[config.mk]
export PLATFORM = sky130hd
export DESIGN_NAME = rob_retire_unit
export DESIGN_NICKNAME = d
export VERILOG_FILES = /design/src/rtl/rob_retire_unit.sv
export SDC_FILE = /design/constraint.sdc
export NUM_CORES = 2
export LEC_CHECK = 0
export CAP_MARGIN = 40
export CELL_PAD_IN_SITES_DETAIL_PLACEMENT = 0
export CELL_PAD_IN_SITES_GLOBAL_PLACEMENT = 1
export CORE_MARGIN = 1
export CORE_UTILIZATION = 31
export CTS_BUF_LIST = sky130_fd_sc_hd__clkbuf_16
export CTS_CLUSTER_SIZE = 28
export DETAILED_ROUTE_END_ITERATION = 10
export PLACE_DENSITY_LB_ADDON = 0.1
export SYNTH_ARGS = -nofsm -noshare
export SYNTH_HDL_FRONTEND = slang
export SYNTH_SLANG_ARGS = --single-unit
[constraint.sdc]
create_clock -name clk -period 9.64 [get_ports clk]
set_input_delay 1.928 -clock clk [delete_from_list [all_inputs] [get_ports clk]]
set_output_delay 1.928 -clock clk [all_outputs]
set_load 0.02 [all_outputs]
[src/rtl/rob_retire_unit.sv]
// rob_retire_unit: two-wide reorder buffer with in-order retirement.
//
// It holds in-flight instructions in program order, writes up to two entries per cycle at
// the tail and marks entries complete from two CDB ports. Up to two completed entries
// retire per cycle from the head. If a mispredicted branch retires, the unit raises
// branch_recover_o and flushes every entry at that edge.
//
// Ports:
//   clk, reset_n                  clock (rising edge) and asynchronous active-low reset
//   dispatch_*_i, dispatch_idx_o  write side: per-slot valid and payload, and the assigned
//                                 entry index of each slot (tail, tail+1)
//   rob_free_o                    free entries (0..ROB_DEPTH), taken from registered count
//   complete_*_i                  CDB completion valid, entry index and mispredict flag
//   retire_*_o                    retire stream for the architectural table and free list
//   branch_recover_o              bit j: retire slot j is a mispredicted branch
//   retire_count_o                running retired-instruction count; this port exists only
//                                 when ROB_RETIRE_CNT_EN is defined
//
// Optional macro: ROB_RETIRE_CNT_EN
//   Adds the 32-bit retired-instruction counter. A recovery does not clear it.

`ifndef ARCHREG_NUMBER
`define ARCHREG_NUMBER 32
`endif
`ifndef PREG_NUMBER
`define PREG_NUMBER 64
`endif

module rob_retire_unit #(
    parameter int unsigned ROB_DEPTH  = 32,
    parameter int unsigned ARCH_W     = $clog2(`ARCHREG_NUMBER),
    parameter int unsigned PREG_W     = $clog2(`PREG_NUMBER),
    parameter int unsigned DEST_SEL_W = 1    // width of a DEST_REG_SEL code
) (
    input  logic                                   clk,
    input  logic                                   reset_n,
`ifdef ROB_RETIRE_CNT_EN
    output logic [31:0]                            retire_count_o,
`endif
    input  logic [1:0]                             dispatch_en_i,
    input  logic [1:0][ARCH_W-1:0]                 dispatch_arch_reg_i,
    input  logic [1:0][PREG_W-1:0]                 dispatch_new_tag_i,
    input  logic [1:0][PREG_W-1:0]                 dispatch_old_tag_i,
    input  logic [1:0][DEST_SEL_W-1:0]             dispatch_dest_sel_i,
    output logic [1:0][$clog2(ROB_DEPTH)-1:0]      dispatch_idx_o,
    output logic [$clog2(ROB_DEPTH):0]             rob_free_o,
    input  logic [1:0]                             complete_en_i,
    input  logic [1:0][$clog2(ROB_DEPTH)-1:0]      complete_idx_i,
    input  logic [1:0]                             complete_mispredict_i,
    output logic [1:0]                             retire_en_o,
    output logic [1:0][ARCH_W-1:0]                 retire_arch_reg_o,
    output logic [1:0][PREG_W-1:0]                 retire_new_tag_o,
    output logic [1:0][PREG_W-1:0]                 retire_old_tag_o,
    output logic [1:0][DEST_SEL_W-1:0]             retire_dest_sel_o,
    output logic [1:0]                             branch_recover_o
);

    localparam int unsigned IDX_W = $clog2(ROB_DEPTH);
    localparam int unsigned CNT_W = IDX_W + 1;
    typedef logic [IDX_W-1:0] idx_t;

    logic [ROB_DEPTH-1:0]  valid_q, valid_d, done_q, done_d, mis_q, mis_d;
    logic [ARCH_W-1:0]     arch_q [ROB_DEPTH];
    logic [PREG_W-1:0]     new_q  [ROB_DEPTH];
    logic [PREG_W-1:0]     old_q  [ROB_DEPTH];
    logic [DEST_SEL_W-1:0] dest_q [ROB_DEPTH];

    idx_t             head_q, head_d, tail_q, tail_d, head1, tail1;
    logic [CNT_W-1:0] count_q, count_d;
    logic             ret0, ret1, acc0, acc1, flush;
    logic [1:0]       recover;

    // Retire and dispatch decisions come from registered state only.
    always_comb begin
        head1   = head_q + idx_t'(1);
        tail1   = tail_q + idx_t'(1);
        ret0    = valid_q[head_q] & done_q[head_q];
        // A mispredicted head blocks slot1: younger work is on the wrong path.
        ret1    = ret0 & ~mis_q[head_q] & valid_q[head1] & done_q[head1];
        recover = {ret1 & mis_q[head1], ret0 & mis_q[head_q]};
        flush   = |recover;

        rob_free_o = CNT_W'(ROB_DEPTH) - count_q;
        acc0 = dispatch_en_i[0] & (rob_free_o != '0);
        acc1 = acc0 & dispatch_en_i[1] & (rob_free_o > CNT_W'(1));

        dispatch_idx_o[0] = tail_q;
        dispatch_idx_o[1] = tail1;

        retire_en_o          = {ret1, ret0};
        branch_recover_o     = recover;
        retire_arch_reg_o[0] = arch_q[head_q];
        retire_arch_reg_o[1] = arch_q[head1];
        retire_new_tag_o[0]  = new_q[head_q];
        retire_new_tag_o[1]  = new_q[head1];
        retire_old_tag_o[0]  = old_q[head_q];
        retire_old_tag_o[1]  = old_q[head1];
        retire_dest_sel_o[0] = dest_q[head_q];
        retire_dest_sel_o[1] = dest_q[head1];
    end

    always_comb begin
        valid_d = valid_q;
        done_d  = done_q;
        mis_d   = mis_q;
        head_d  = head_q;
        tail_d  = tail_q;
        count_d = count_q;

        // The flags are ORed so two ports that hit one entry both take effect.
        for (int p = 0; p < 2; p++) begin
            if (complete_en_i[p] && valid_q[complete_idx_i[p]]) begin
                done_d[complete_idx_i[p]] = 1'b1;
                mis_d[complete_idx_i[p]]  = mis_d[complete_idx_i[p]] | complete_mispredict_i[p];
            end
        end
        if (ret0) begin
            valid_d[head_q] = 1'b0;
            done_d[head_q]  = 1'b0;
            mis_d[head_q]   = 1'b0;
        end
        if (ret1) begin
            valid_d[head1] = 1'b0;
            done_d[head1]  = 1'b0;
            mis_d[head1]   = 1'b0;
        end
        if (acc0) begin
            valid_d[tail_q] = 1'b1;
            done_d[tail_q]  = 1'b0;
            mis_d[tail_q]   = 1'b0;
        end
        if (acc1) begin
            valid_d[tail1] = 1'b1;
            done_d[tail1]  = 1'b0;
            mis_d[tail1]   = 1'b0;
        end
        head_d  = ret1 ? head_q + idx_t'(2) : (ret0 ? head1 : head_q);
        tail_d  = acc1 ? tail_q + idx_t'(2) : (acc0 ? tail1 : tail_q);
        count_d = count_q + CNT_W'(acc0) + CNT_W'(acc1) - CNT_W'(ret0) - CNT_W'(ret1);

        // A recovery discards the same-cycle dispatches and completions too.
        if (flush) begin
            valid_d = '0;
            done_d  = '0;
            mis_d   = '0;
            head_d  = '0;
            tail_d  = '0;
            count_d = '0;
        end
    end

    always_ff @(posedge clk or negedge reset_n) begin
        if (!reset_n) begin
            valid_q <= '0;
            done_q  <= '0;
            mis_q   <= '0;
            head_q  <= '0;
            tail_q  <= '0;
            count_q <= '0;
        end else begin
            valid_q <= valid_d;
            done_q  <= done_d;
            mis_q   <= mis_d;
            head_q  <= head_d;
            tail_q  <= tail_d;
            count_q <= count_d;
        end
    end

    // Payload needs no reset: the valid bits qualify every read.
    always_ff @(posedge clk) begin
        if (acc0) begin
            arch_q[tail_q] <= dispatch_arch_reg_i[0];
            new_q[tail_q]  <= dispatch_new_tag_i[0];
            old_q[tail_q]  <= dispatch_old_tag_i[0];
            dest_q[tail_q] <= dispatch_dest_sel_i[0];
        end
        if (acc1) begin
            arch_q[tail1] <= dispatch_arch_reg_i[1];
            new_q[tail1]  <= dispatch_new_tag_i[1];
            old_q[tail1]  <= dispatch_old_tag_i[1];
            dest_q[tail1] <= dispatch_dest_sel_i[1];
        end
    end

`ifdef ROB_RETIRE_CNT_EN
    logic [31:0] retire_count_q;

    always_ff @(posedge clk or negedge reset_n) begin
        if (!reset_n) begin
            retire_count_q <= '0;
        end else begin
            retire_count_q <= retire_count_q + 32'(ret0) + 32'(ret1);
        end
    end

    assign retire_count_o = retire_count_q;
`endif

endmodule

==> results.md <==
* Max-cap check violation count at 0
* Wire per inst at 37.4 um
* Synth Instances at 3062
* Die Area at 140000 um2
* Skew-Pair Late Insertion Delay at 0.72 ns
* HPWL after DPL at between 100 and 150 mm
* Most numerous cell in the Yosys netlist: mux2_2
* Io pins at 110
* Worst Path Required at approximately 7.7 ns
* VDD IR max at 0.215 mV
* Worst path max stage delay at 0.89 ns
* EDFF count, synth at roughly 580
* CORE AREA at 137000 um2
* Core Rows at 136
* Gr busiest metal: met2
* Arrival time worst endpoint at 5.69 ns
* Worst setup EP type: primary output
* Worst hold path type: register to register
* CP Depth at 9
* Number of synthesized register bits at 688
* RSZ-0062 raised after global routing: no
* Synth top cells by count: mux2_2, edfxtp_1, mux4_2
* Yosys top cell area share at 0.403
* Adder-cell share of the synthesized area at 0.00735
* Crit start category: register
* Hold Worst Slack at 0.556 ns
* Met3 Track Usage GR at 0.0532
* Cell family with most CP delay: buffers and inverters
* Synth Area in Simple Gates at 0.0659
* Vias per cell at 6.23
* Ys flop type: edfxtp_1
* GRT Overall Usage at 0.263
* Layout cells sized above 1 at 0.407
* Distinct cells, synth at between 80 and 90
* Pins Over Slew Limit at 0
* Final WL at 186 mm
* Fin nets at between 3000 and 4000
* Worst slew pin tran at 0.898 ns
* Met1 Usage GRT at 0.365
* Net Count, Synth at 3140
* FF-to-FF setup slack at 3.49 ns
* Hold depth at 1
* Chip Width at roughly 370 um
* Seq/Total Area, Yosys at 0.469
* Max Buffers Root-to-Sink at 3
* Global-route wire length before repair at 256 mm
* Port Buffers at 109
* FF-to-FF path depth at 19
* Pwr/cell area at 293 nW/um2
* Post-synthesis xor/xnor area fraction at 0.00429
* CP Cell Sequence: clkinv_1, ha_4, buf_4, mux4_2, nor2_1, or3_1, a31oi_1, a221o_1, clkdlybuf4s50_1
* Via count at ~31000
* Drt pass-1 iters at 6
* Tmin final at 7.62 ns
* Post-CTS Setup Bufs at 0
* Mux contribution to synthesized area at 0.350
* Routed Antenna Nets at 0
* Sum Neg Setup Slack at 0 ns
* Area grow syn2layout at 16.4%
* Count of hold-fix buffers inserted at cts at 0
* Asr flop ratio synth at 0.163
* Starting Density at 0.312
* Largest family of logic cells by synthesized area: multiplexers
* Netlist area before placement at 42900 um2
* Final period util at 0.790
* Final RePlAce weighted congestion at 0.882
* Total grt overflow at 0
* Worst Path Max Fanout at 44
* Avg Cell Area, Syn at 14.0 um2
* Pleak at 16.8 nW
* Status: completed
* Clock Skews at 0.0312 ns
* Slowest CP cell: ha_4
* CTS sink count at ~690
* Die extent in y at 374 um
* Area leader, netlist: edfxtp_1
* Largest net degree at the start of global routing at slightly below 60
* Top cells by area, synth: edfxtp_1, mux4_2, mux2_2, dfrtp_1, clkbuf_1
* CP Buf/Inv Count at 3
* Complex-gate fraction of the synthesized area at 0.0682
* Slew headroom at 0.400
* Final Hold Violating Endpoints at 0
* Worst-path clk slew at 0.06 ns
* CTS root buf: clkbuf_16
* Antenna violations before repair at 10
* Setup CP Type: register to primary output
* CTS tree: built
* Ys Warns at 0
* Peak Freq at 131 MHz
* Number of gates resized after cts at 0
* Endpoints failing setup at 0
* Met2 Usage GRT at 0.406
* H-tree levels at 3
* Drt drc at 0
* Number of global-route vias before repair at 31000
* CTS Buf Count at 88
* Detailed Route Iter0 Violations at 3413
power by group:
group | internal, W | total, W | switching, W
Combinational | 0.00308 | 0.00707 | 0.00400
Sequential | 0.00373 | 0.00421 | 0.000479
Clock | 0.00193 | 0.00336 | 0.00143
Total | 0.00873 | 0.0146 | 0.00591
per-layer routing:
metal  up-vias  routed length (um)  share of wire
met3       311               13900          0.075
met2      1404               84100           0.45
li1      12400                   -              -
met5         -                  64        0.00034
met1     16800               80900           0.44
met4        10                6990          0.038
cell type report:
class	instances	area, um2
Fill cell	13000	87400
Multi-Input combinational cell	2008	21700
Sequential cell	688	20100
Timing Repair Buffer	274	2820
Tap cell	1794	2240
Clock buffer	89	2230
Clock inverter	75	663
Inverter	41	154
Antenna cell	1	2.50
layout by cell type, fill, tap and decap left out, types with 17 or more instances in the layout:
cell type,netlist,routed
clkdlybuf4s50_1,0,107
nor2_1,142,141
clkinv_1,1,19
nor3_1,39,38
clkinv_2,0,17
ha_1,22,21
buf_8,0,26
nand2_1,141,140
mux4_2,347,347
clkbuf_16,0,89
nand4_1,20,20
mux2i_1,62,62
nand3_1,52,48
a22oi_1,115,115
dfrtp_1,112,110
o21ai_0,49,27
a31oi_1,27,26
nor3b_1,23,20
buf_4,10,118
edfxtp_1,576,576
and2_1,19,19
a211oi_1,22,22
nor2b_1,22,22
o21ai_4,0,22
inv_1,40,61
a21oi_1,57,57
mux2_2,584,584
stage by stage:
step,utilization,worst slack (ns),instance area (um2),power [W],std cells
floorplan,-,2.57,42900,0.00852,3062
global placement,0.336,2.77,46200,0.0112,4758
detailed placement,0.342,2.71,47000,0.0113,4805
CTS,0.363,1.94,49900,0.0147,4969
global route,0.363,1.75,49900,0.0152,4969
finish,0.363,2.02,49900,0.0146,4970
final timing paths:
path / from / to
worst max-delay path: head_q[0] / retire_new_tag_o[8]
worst min-delay path: done_q[9] / done_q[9]
worst max register to register: head_q[0] / count_q[5]
worst min register to register: done_q[9] / done_q[9]
max in group asynchronous: reset_n / mis_q[4]
min in group asynchronous: reset_n / tail_q[1]
flip-flops by register name, summed over array words and instances (netlist names):
signal   count
tail_q       5
dest_q      32
mis_q       32
head_q       5
count_q      6
old_q      192
arch_q     160
valid_q     32
done_q      32
new_q      192
cell families (layout without fill, tap and decap cells):
logic type,after synthesis,after routing
AO/OA/AOI/OAI,409,409
flip-flops,688,688
XOR/XNOR,21,21
AND/OR/NAND/NOR,560,560
buffers and inverters,366,479
multiplexers,994,994
adder cells (fa/ha/maj),24,24
other,0,1
Note: power is estimated with default switching activity, not from simulation.
